## config.mk

```make
export PLATFORM = sky130hd
export DESIGN_NAME = axis_stim_gen_flat
export DESIGN_NICKNAME = d
export VERILOG_FILES = /design/src/rtl/stim_pkg.sv /design/src/rtl/axis_if.sv /design/src/rtl/stim_lfsr.sv /design/src/rtl/axis_stim_gen.sv /design/src/flat_wrapper.sv
export SDC_FILE = /design/constraint.sdc
export NUM_CORES = 1
export LEC_CHECK = 0
export BUFFER_PORTS_ARGS = -buffer_cell sky130_fd_sc_hd__buf_2
export CORE_MARGIN = 4
export CORE_UTILIZATION = 52
export DETAILED_ROUTE_END_ITERATION = 10
export PLACE_DENSITY = 0.77
export RECOVER_POWER = 100
export SLEW_MARGIN = 20
export SYNTH_ARGS = -nofsm -noshare
export SYNTH_HDL_FRONTEND = slang
export SYNTH_SLANG_ARGS = --single-unit
```

## constraint.sdc

```tcl
create_clock -name clk -period 2.6 [get_ports clk]
set_input_delay 0.52 -clock clk [delete_from_list [all_inputs] [get_ports clk]]
set_output_delay 0.52 -clock clk [all_outputs]
set_load 0.02 [all_outputs]
```

## src/rtl/stim_pkg.sv

```systemverilog
// Shared types and constants for the AXI-Stream stimulus generator.
// Modes, FSM states and the PRBS tap mask live here.
package stim_pkg;

  typedef enum logic [1:0] {
    IMPULSE,
    STEP,
    RAMP,
    PRBS
  } stim_mode_t;

  typedef enum logic [1:0] {
    S_IDLE,
    S_RUN,
    S_DRAIN,
    S_DONE
  } stim_state_t;

  // x^32 + x^22 + x^2 + x + 1 -> feedback from bits 31, 21, 1, 0
  localparam logic [31:0] LFSR_TAPS = 32'h8020_0003;

endpackage

```

## src/rtl/axis_if.sv

```systemverilog
// Minimal AXI-Stream bundle: data, valid and ready.
// MST drives data/valid, SLV drives ready.
interface axis #(
  parameter int DW = 32
);

  logic [DW-1:0] tdata;
  logic          tvalid;
  logic          tready;

  modport MST (output tdata, output tvalid, input tready);
  modport SLV (input tdata, input tvalid, output tready);

endinterface

```

## src/rtl/stim_lfsr.sv

```systemverilog
// 32-bit Fibonacci LFSR with seed load and step enable.
// Exposes its next-cycle value so callers can register derived data.
module stim_lfsr
  import stim_pkg::*;
#(
  parameter logic [31:0] SEED = 32'h0000_0001
) (
  input  logic        clk,
  input  logic        rst_n,
  input  logic        load,
  input  logic        step,
  output logic [31:0] d
);

  logic [31:0] q_q;
  logic [31:0] q_d;
  logic [31:0] nxt;

  // shift left, feedback into bit 0; load wins over step
  always_comb begin
    nxt = {q_q[30:0], ^(q_q & LFSR_TAPS)};
    q_d = q_q;
    if (load) begin
      q_d = SEED;
    end else if (step) begin
      q_d = nxt;
    end
  end

  assign d = q_d;

  // LFSR state register
  always_ff @(posedge clk or negedge rst_n) begin
    if (!rst_n) begin
      q_q <= SEED;
    end else begin
      q_q <= q_d;
    end
  end

endmodule

```

## src/rtl/axis_stim_gen.sv

```systemverilog
// Framed AXI-Stream test-pattern source: impulse, step, ramp, PRBS.
// tdata/tlast are computed from next-cycle state and registered.
module axis_stim_gen
  import stim_pkg::*;
#(
  parameter int          WIDTH         = 16,
  parameter int          MAX_CNT       = 64,
  parameter int          IMPULSE_PHASE = 49,
  parameter int          PULSE_VAL     = 1,
  parameter logic [31:0] LFSR_SEED     = 32'h0000_0001,
  parameter int          FRAME_CNT_WID = 16
) (
  input  logic                     clk,
  input  logic                     rst_n,
  input  logic                     en,
  input  logic [1:0]               mode,
  input  logic [FRAME_CNT_WID-1:0] nframes,
  axis.MST                         m_axis,
  output logic                     m_axis_tlast,
  output logic [FRAME_CNT_WID-1:0] frame_cnt,
  output logic                     busy,
  output logic                     done
);

  localparam int IW = (MAX_CNT > 2) ? $clog2(MAX_CNT) : 1;
  localparam logic [IW-1:0] LAST  = IW'(MAX_CNT - 1);
  localparam logic [IW-1:0] PHASE = IW'(IMPULSE_PHASE);
  localparam logic [WIDTH-1:0] PV = WIDTH'(PULSE_VAL);

  stim_state_t state_q, state_d;
  stim_mode_t  mode_q, mode_d;

  logic [FRAME_CNT_WID-1:0] nfr_q, nfr_d;
  logic [FRAME_CNT_WID-1:0] frm_q, frm_d;
  logic [FRAME_CNT_WID-1:0] frm_inc;
  logic [IW-1:0]            idx_q, idx_d;
  logic [IW-1:0]            idx_nx;
  logic                     tvalid_q, tvalid_d;
  logic                     tlast_q, tlast_d;
  logic [2*WIDTH-1:0]       tdata_q, tdata_d;
  logic [WIDTH-1:0]         re, im;
  logic [31:0]              lfsr_d;
  logic                     lfsr_load;
  logic                     lfsr_step;
  logic                     fire;
  logic                     is_last;

  assign fire    = tvalid_q & m_axis.tready;
  assign is_last = (idx_q == LAST);
  assign idx_nx  = is_last ? '0 : idx_q + IW'(1);
  assign frm_inc = frm_q + FRAME_CNT_WID'(1);

  stim_lfsr #(
    .SEED (LFSR_SEED)
  ) u_lfsr (
    .clk   (clk),
    .rst_n (rst_n),
    .load  (lfsr_load),
    .step  (lfsr_step),
    .d     (lfsr_d)
  );

  // run control: beat/frame advance on completion, state transitions
  always_comb begin
    state_d   = state_q;
    mode_d    = mode_q;
    nfr_d     = nfr_q;
    idx_d     = idx_q;
    frm_d     = frm_q;
    tvalid_d  = tvalid_q;
    lfsr_load = 1'b0;
    lfsr_step = 1'b0;
    if (fire) begin
      idx_d     = idx_nx;
      lfsr_step = 1'b1;
      if (is_last) begin
        frm_d = frm_inc;
      end
    end
    unique case (state_q)
      S_IDLE: begin
        if (en) begin
          state_d   = S_RUN;
          mode_d    = stim_mode_t'(mode);
          nfr_d     = nframes;
          idx_d     = '0;
          frm_d     = '0;
          lfsr_load = 1'b1;
          tvalid_d  = 1'b1;
        end
      end
      S_RUN: begin
        if (fire && is_last && (nfr_q != '0)
            && (frm_inc == nfr_q)) begin
          state_d  = S_DONE;
          tvalid_d = 1'b0;
        end else if (!en) begin
          if (fire && is_last) begin
            state_d  = S_IDLE;
            tvalid_d = 1'b0;
          end else begin
            state_d = S_DRAIN;
          end
        end
      end
      S_DRAIN: begin
        if (fire && is_last) begin
          state_d  = S_IDLE;
          tvalid_d = 1'b0;
        end
      end
      S_DONE: begin
        if (!en) begin
          state_d = S_IDLE;
        end
      end
      default: begin
        state_d  = S_IDLE;
        tvalid_d = 1'b0;
      end
    endcase
  end

  // pattern for the beat that will be on the bus next cycle
  always_comb begin
    re = '0;
    im = '0;
    unique case (mode_d)
      IMPULSE: if (idx_d == PHASE) re = PV;
      STEP:    if (idx_d >= PHASE) re = PV;
      RAMP: begin
        re = WIDTH'(idx_d);
        im = WIDTH'(frm_d);
      end
      PRBS:    {im, re} = lfsr_d[2*WIDTH-1:0];
      default: re = '0;
    endcase
    tdata_d = tvalid_d ? {im, re} : '0;
    tlast_d = tvalid_d & (idx_d == LAST);
  end

  // state, counters and registered stream outputs
  always_ff @(posedge clk or negedge rst_n) begin
    if (!rst_n) begin
      state_q  <= S_IDLE;
      mode_q   <= IMPULSE;
      nfr_q    <= '0;
      frm_q    <= '0;
      idx_q    <= '0;
      tvalid_q <= 1'b0;
      tlast_q  <= 1'b0;
      tdata_q  <= '0;
    end else begin
      state_q  <= state_d;
      mode_q   <= mode_d;
      nfr_q    <= nfr_d;
      frm_q    <= frm_d;
      idx_q    <= idx_d;
      tvalid_q <= tvalid_d;
      tlast_q  <= tlast_d;
      tdata_q  <= tdata_d;
    end
  end

  assign m_axis.tdata  = tdata_q;
  assign m_axis.tvalid = tvalid_q;
  assign m_axis_tlast  = tlast_q;
  assign frame_cnt     = frm_q;
  assign busy = (state_q == S_RUN) || (state_q == S_DRAIN);
  assign done = (state_q == S_DONE);

endmodule

```

## src/flat_wrapper.sv

```systemverilog
// flat-port wrapper written by rule: the top's interface ports become plain ports
module axis_stim_gen_flat import stim_pkg::*;
#(
  parameter int          WIDTH         = 16,
  parameter int          MAX_CNT       = 64,
  parameter int          IMPULSE_PHASE = 49,
  parameter int          PULSE_VAL     = 1,
  parameter logic [31:0] LFSR_SEED     = 32'h0000_0001,
  parameter int          FRAME_CNT_WID = 16
)
  (clk, rst_n, en, mode, nframes, m_axis_tlast, frame_cnt, busy, done, m_axis_tdata, m_axis_tvalid, m_axis_tready);
  axis #(.DW(2*(16))) m_axis_i ();
  input  logic clk;
  input  logic rst_n;
  input  logic en;
  input  logic [1:0] mode;
  input  logic [FRAME_CNT_WID-1:0] nframes;
  output logic m_axis_tlast;
  output logic [FRAME_CNT_WID-1:0] frame_cnt;
  output logic busy;
  output logic done;
  output wire logic [$bits(m_axis_i.tdata)-1:0] m_axis_tdata;
  output wire logic [$bits(m_axis_i.tvalid)-1:0] m_axis_tvalid;
  input wire logic [$bits(m_axis_i.tready)-1:0] m_axis_tready;
  assign m_axis_tdata = m_axis_i.tdata;
  assign m_axis_tvalid = m_axis_i.tvalid;
  assign m_axis_i.tready = m_axis_tready;
  axis_stim_gen #(.WIDTH(WIDTH), .MAX_CNT(MAX_CNT), .IMPULSE_PHASE(IMPULSE_PHASE), .PULSE_VAL(PULSE_VAL), .LFSR_SEED(LFSR_SEED), .FRAME_CNT_WID(FRAME_CNT_WID)) u_core (.clk(clk), .rst_n(rst_n), .en(en), .mode(mode), .nframes(nframes), .m_axis(m_axis_i), .m_axis_tlast(m_axis_tlast), .frame_cnt(frame_cnt), .busy(busy), .done(done));
endmodule
```

Yosys cells after proc, flatten, opt, wreduce, memory -nomap -nowiden. Cells that the tools add are included.

Add/subtract/negate cells: 2. Multiply operators: 0. Div/mod/pow operators: 0. $lt $le $gt $ge: 1. Equal/unequal tests: 14. Shift-type cells: 0. Muxes and demuxes: 32. Bitwise gates (word level): 2. Reduce and logical (&&, ||, !) cells: 10.

Operator list (number): 32-bit two-way mux (3); 16-bit two-way mux (4); 16-bit case mux with 4 select lines (1); 16-bit case mux with 2 select lines (1); 32-bit XOR reduction (1); 6-bit two-way mux (4); 6-bit == test, second input constant (3); 16-bit by 1-bit adder with 16-bit output, second input constant (1); 16-bit == test (1); 2-bit two-way mux (8); 16-bit nonzero test (1); 1-bit two-way mux (9); 2-bit == test, second input constant (4); 2-bit case mux with 4 select lines (1); 6-bit by 1-bit adder with 6-bit output, second input constant (1); 6-bit greater-or-equal comparator, second input constant (1); 2-bit by 1-bit == test with 1-bit output, second input constant (2); 2-bit logical NOT (2); 2-bit != test, second input constant (2); 4-bit AND reduction (1); 1-bit logical AND (3); 3-bit by 2-bit != test with 1-bit output, second input constant (1); 1-bit case mux with 3 select lines (1); 1-bit bitwise AND (2); 3 further kinds (3).

Bits in registers: 108. Bits in latches: 0. RAM bits: 0. Memory bits (read-only): 0. Input port bits: 22. Output and inout bits: 52. Word-level logic and storage cells: 70. Memories kept: 0.

Depth between registers and ports, before layout.
Word-level depth: 9. Mapped depth: 10. Gate-level depth less buffers: 8.

Cells and area by module. A second synthesis with hierarchy kept.

Cell total of the unflattened synthesis: 518. Area total of the unflattened synthesis: 5441.5 um^2.

By module, submodules not included: axis_stim_gen (times used 1, cells an instance 412, area each 4137.7 um^2, seq. area each 1901.8 um^2); stim_lfsr (times used 1, cells an instance 106, area each 1303.8 um^2, seq. area each 802.0 um^2).

Worst setup path before layout. Ideal clock, no wire load.

Kind: register -> register. From: register u_core.frm_q[0], in the netlist u_core.frame_cnt[0]. To: register u_core.tdata_q[0], in the netlist u_core.m_axis.tdata[0]. Data arrival time: 2.667 ns. Setup slack: -0.207 ns. Stages on the path, launching flop included: 10. Path buffers: 2. Period minus slack after synthesis: 2.807 ns. Cell sequence: dfrtp_1 > ha_1 > clkbuf_1 > inv_1 > or4_1 > a31oi_1 > o2111ai_1 > nor4_4 > buf_6 > nor4_1.

Word-level cells in the longest chain between the ends: 6.

Ends and longest elaborated chain: start: declaration (RTL line axis_stim_gen.sv:34) `logic [FRAME_CNT_WID-1:0] frm_q, frm_d;`; start signal: assignment (RTL line axis_stim_gen.sv:157) `frm_q <= frm_d;`; 16-bit by 1-bit adder with 16-bit output (RTL line axis_stim_gen.sv:51) `assign frm_inc = frm_q + FRAME_CNT_WID'(1);`; 16-bit == test (RTL line axis_stim_gen.sv:94) `&& (frm_inc == nfr_q)) begin`; 1-bit logical AND (RTL line axis_stim_gen.sv:94); 1-bit two-way mux (RTL line axis_stim_gen.sv:93) `if (fire && is_last && (nfr_q != '0)`; 1-bit case mux with 3 select lines (RTL line axis_stim_gen.sv:80) `unique case (state_q)`; 32-bit two-way mux (RTL line axis_stim_gen.sv:138) `tdata_d = tvalid_d ? {im, re} : '0;`; via u_core.tdata_d[0] (RTL line axis_stim_gen.sv:40) `logic [2*WIDTH-1:0] tdata_q, tdata_d;`; end signal: assignment (RTL line axis_stim_gen.sv:161) `tdata_q <= tdata_d;`; end: declaration (RTL line axis_stim_gen.sv:40).

The timed path passes the listed nets, and every way through them passes these cells. A chain may end at the register's enable or synchronous reset.

Worst setup path in the final report.
From: register u_core.frm_q[0], in the netlist u_core.frame_cnt[0]. To: register u_core.tdata_q[19], in the netlist u_core.m_axis.tdata[19].

Word-level cells in the longest chain between the ends: 7.

Ends and longest elaborated chain (RTL line): 16-bit by 1-bit adder with 16-bit output (*) (axis_stim_gen.sv:51); branches (longest 5 deep; another with 16-bit == test); 32-bit two-way mux (*) (axis_stim_gen.sv:138); via u_core.tdata_d[19] (axis_stim_gen.sv:40).

Mark *: on every way through the listed nets, which the timed path passes.

==> flow_summary.toml <==
[layout]
final_net_count = 686
antenna_cells_inserted = 0
syn_to_final_growth_pct = 16.5
post_route_cells_drive_above_1_share_pct = 13.9
final_util_pct = 63.1

[die]
effective_utilization_at_floorplan_pct = 54.1
floorplan.io_pins = 74
floorplan.die.height_microns = 110
floorplan.die.width_microns = 110
core.rowCount = 36
die-area_sq_um = 12000
std_cell_core_area_sq_um = 9910

[synth]
compound_cell_area_share_of_the_yosys_netlist_pct = 9.96
netlist_instances = 577
postSynthAreaPerCell_sq_um = 9.30
synthDistinctLibCells = 53
post_synth_most_frequent_cells = "nand2_1 (123), dfrtp_1 (107), nor3_1 (37)"
dominantRegCellSynth = "dfrtp_1"
synthAdderAreaFrac_pct = 1.63
yosysTopAreaCell = "dfrtp_1"
seq_area_frac_synth_pct = 50.4
yosys-top-cells-area = "dfrtp_1 (50%), nand2_1 (8.6%), nor4_1 (3.7%), nor3_1 (3.5%), xnor2_1 (3.1%)"
postSynthRegisterBits = 108
synth_simple_gate_area_share_pct = 25.1
synth-edff-count = 0
synth_top_family_by_area = "simple AND/OR/NAND/NOR gates"
muxShareOfSynthArea_pct = 2.82
synth_xor_area_share_pct = 6.04
synth-async-reset-ratio_pct = 100
mappedNetlistNets = 606
ys.warnings.count = 0
netlist_area_sq_um = 5370
synth.most_common_cell = "nand2_1"
yosysTopAreaCellShare_pct = 49.9

[sta]
report.final.slew_viol_count = 37
setup_viol = 0
clock-skew-final_ns = 0.0124
tightest_hold_margin_ns = 0.326
min_period_ns = 2.50
timing_worst_slew_pin_value_ns = 2.02
slew_headroom_pct = -35.0
worst_slack_ns = 0.0976
unrepaired_setup_endpoints_after_global_routing = "no"
timing.setup.tns_ns = 0
finalCritPeriodShare_pct = 96.2
report.final.hold_viol_count = 0
maxClockFrequency_mhz = 400

[routing]
totalWireLength_microns = 13900
postRouteAntennaNets = 0
dr_total_vias = 4623
detailedRoute.firstIterationViolations = 321
wl_per_cell_microns = 17.5
post-route-drc-count = 0
vias_per_cell = 5.82
drt_pre_antenna_iters = 5

[setup_path]
startpoint = "u_core.frame_cnt[0]"
cp_data_arrival_time_ns = 2.76
path_class = "register to register"
startpoint_type = "register"
cp.required_ns = 2.86
reg2reg_from = "u_core.frame_cnt[0]"
timing.reg2reg.worst_path_depth = 8
worstSetupEndpointType = "register"
path_max_fanout = 34

[power]
power.density_nw_per_um2 = 835
ir_drop_mv = 0.562
internal-power_uw = 3060
power.switching_uw = 2160
post-layout-total-power_uw = 5220
leakage_uw = 0.00274
switching_share_pct = 41.4
clock_power_share_pct = 21.2
share_seq_of_total_power_pct = 41.1
comb_power_share_pct = 37.7

[cts]
numCtsBuffers = 9
cts_htree_levels = 3
clock_sinks = 108
clk_pin_slew_worst_paths_ns = 0.11
cts_tree = "done"
clockRootBuffer = "clkbuf_8"
cts_hold_repair.buffers = 0
insertion_delay_ns = 0.38
ctsLongestPathBuffers = 2

[placed_design]
post-dp-hpwl_microns = 9820
port_buffers = 73
gp_congestion = 0.967
pre_cts_ws_ns = 0.0615

[status]
outcome = "finished, violations left"
violations = "capacitance limit, slew limit"

[job]
maxCapViolCount = 1

[grt]
largest_net_degree_at_the_start_of_global_routing = 55
overflow = 0
antenna_found_initial = 0
grt_first_pass_wirelength_microns = 22800
grt.total_usage_pct = 24.4
first_global_vias = 4532

[min_path]
timing.hold.worst_path_depth = 3
holdCritStartpoint = "nframes[8]"
min-delay-path-class = "input port to register"
cells in the final DEF, fill, tap and decap left out, types with 10 or more instances in the layout:
master and count:
nand2_1 123, clkbuf_8 10, xnor2_1 19, clkbuf_1 53
a31oi_1 14, inv_1 12, a21oi_1 31, mux2i_1 13
nor4_1 29, xor2_1 18, buf_2 23, nor3_1 36
dfrtp_1 104, buf_4 28, nor2_1 25
cell type report:
class,count,area (sq um)
well taps,133,166
clock buffers,10,138
multi-input cells,418,2510
fillers,880,3660
flip-flops and latches,108,2710
clock inverters,6,80.1
repair buffers,108,604
inverters,12,45.0
per-stage QoR:
step	cells	area, sq um
after global placement	777	6030
after CTS	793	6250
after detailed placement	777	6030
after floorplan	577	5370
after global routing	795	6250
final	795	6250
registers in the layout, indices dropped and copies added, names as in the netlist:
name / count
u_core.state_q: 2
u_core.frame_cnt: 16
u_core.m_axis.tdata: 32
u_core.u_lfsr.q_q: 32
u_core.idx_q: 6
u_core.nfr_q: 16
u_core.m_axis_tlast: 1
u_core.m_axis.tvalid: 1
u_core.mode_q: 2
cell families after synthesis:
kind of cell    Yosys count
compound gates           82
xor+xnor                 37
fa+ha+maj                 7
buf+inv                  51
flops                   108
mux                      15
simple gates            277
metal layers:
layer	GRT usage [%]	share of wire [%]	vias to the layer above
li1	-	-	2179
met3	4.40	5.5	19
met4	7.12	1.5	0
met1	33.4	44	2260
met5	0	0	-
met2	39.9	49	165
critical path, stage by stage, from the launching register on:
cell and delay, ns:
dfrtp_2 0.37, ha_1 0.24, inv_1 0.09, or4_1 0.58, a31oi_1 0.26, o2111ai_2 0.19
nor4_4 0.30, buf_12 0.25, nor4_1 0.10
power groups by stage:
stage	Combinational, uW	Clock (uW)	Sequential (uW)
finish	1970	1110	2150
global route	2170	1210	2170
CTS	1900	1130	2140
detailed placement	1890	0	2170
global placement	1840	0	2160
floorplan	1310	0	2120
final timing paths:
kind | endpoint | slack [ns]
hold / removal | u_core.nfr_q[8] | 0.33
max in group asynchronous | u_core.frame_cnt[1] | 0.57
setup / recovery | u_core.m_axis.tdata[19] | 0.1
setup reg to reg | u_core.m_axis.tdata[19] | 0.1
min in group asynchronous | u_core.m_axis_tlast | 0.70
hold reg to reg | u_core.nfr_q[11] | 0.53
timing repair:
| item | CTS | global route |
|---|---|---|
| endpoints found under the setup margin | 0 | 36 |
| buffers inserted | 0 | 2 |
| gates resized for setup | 0 | 14 |
No activity file was read; power rests on OpenSTA's default activity.
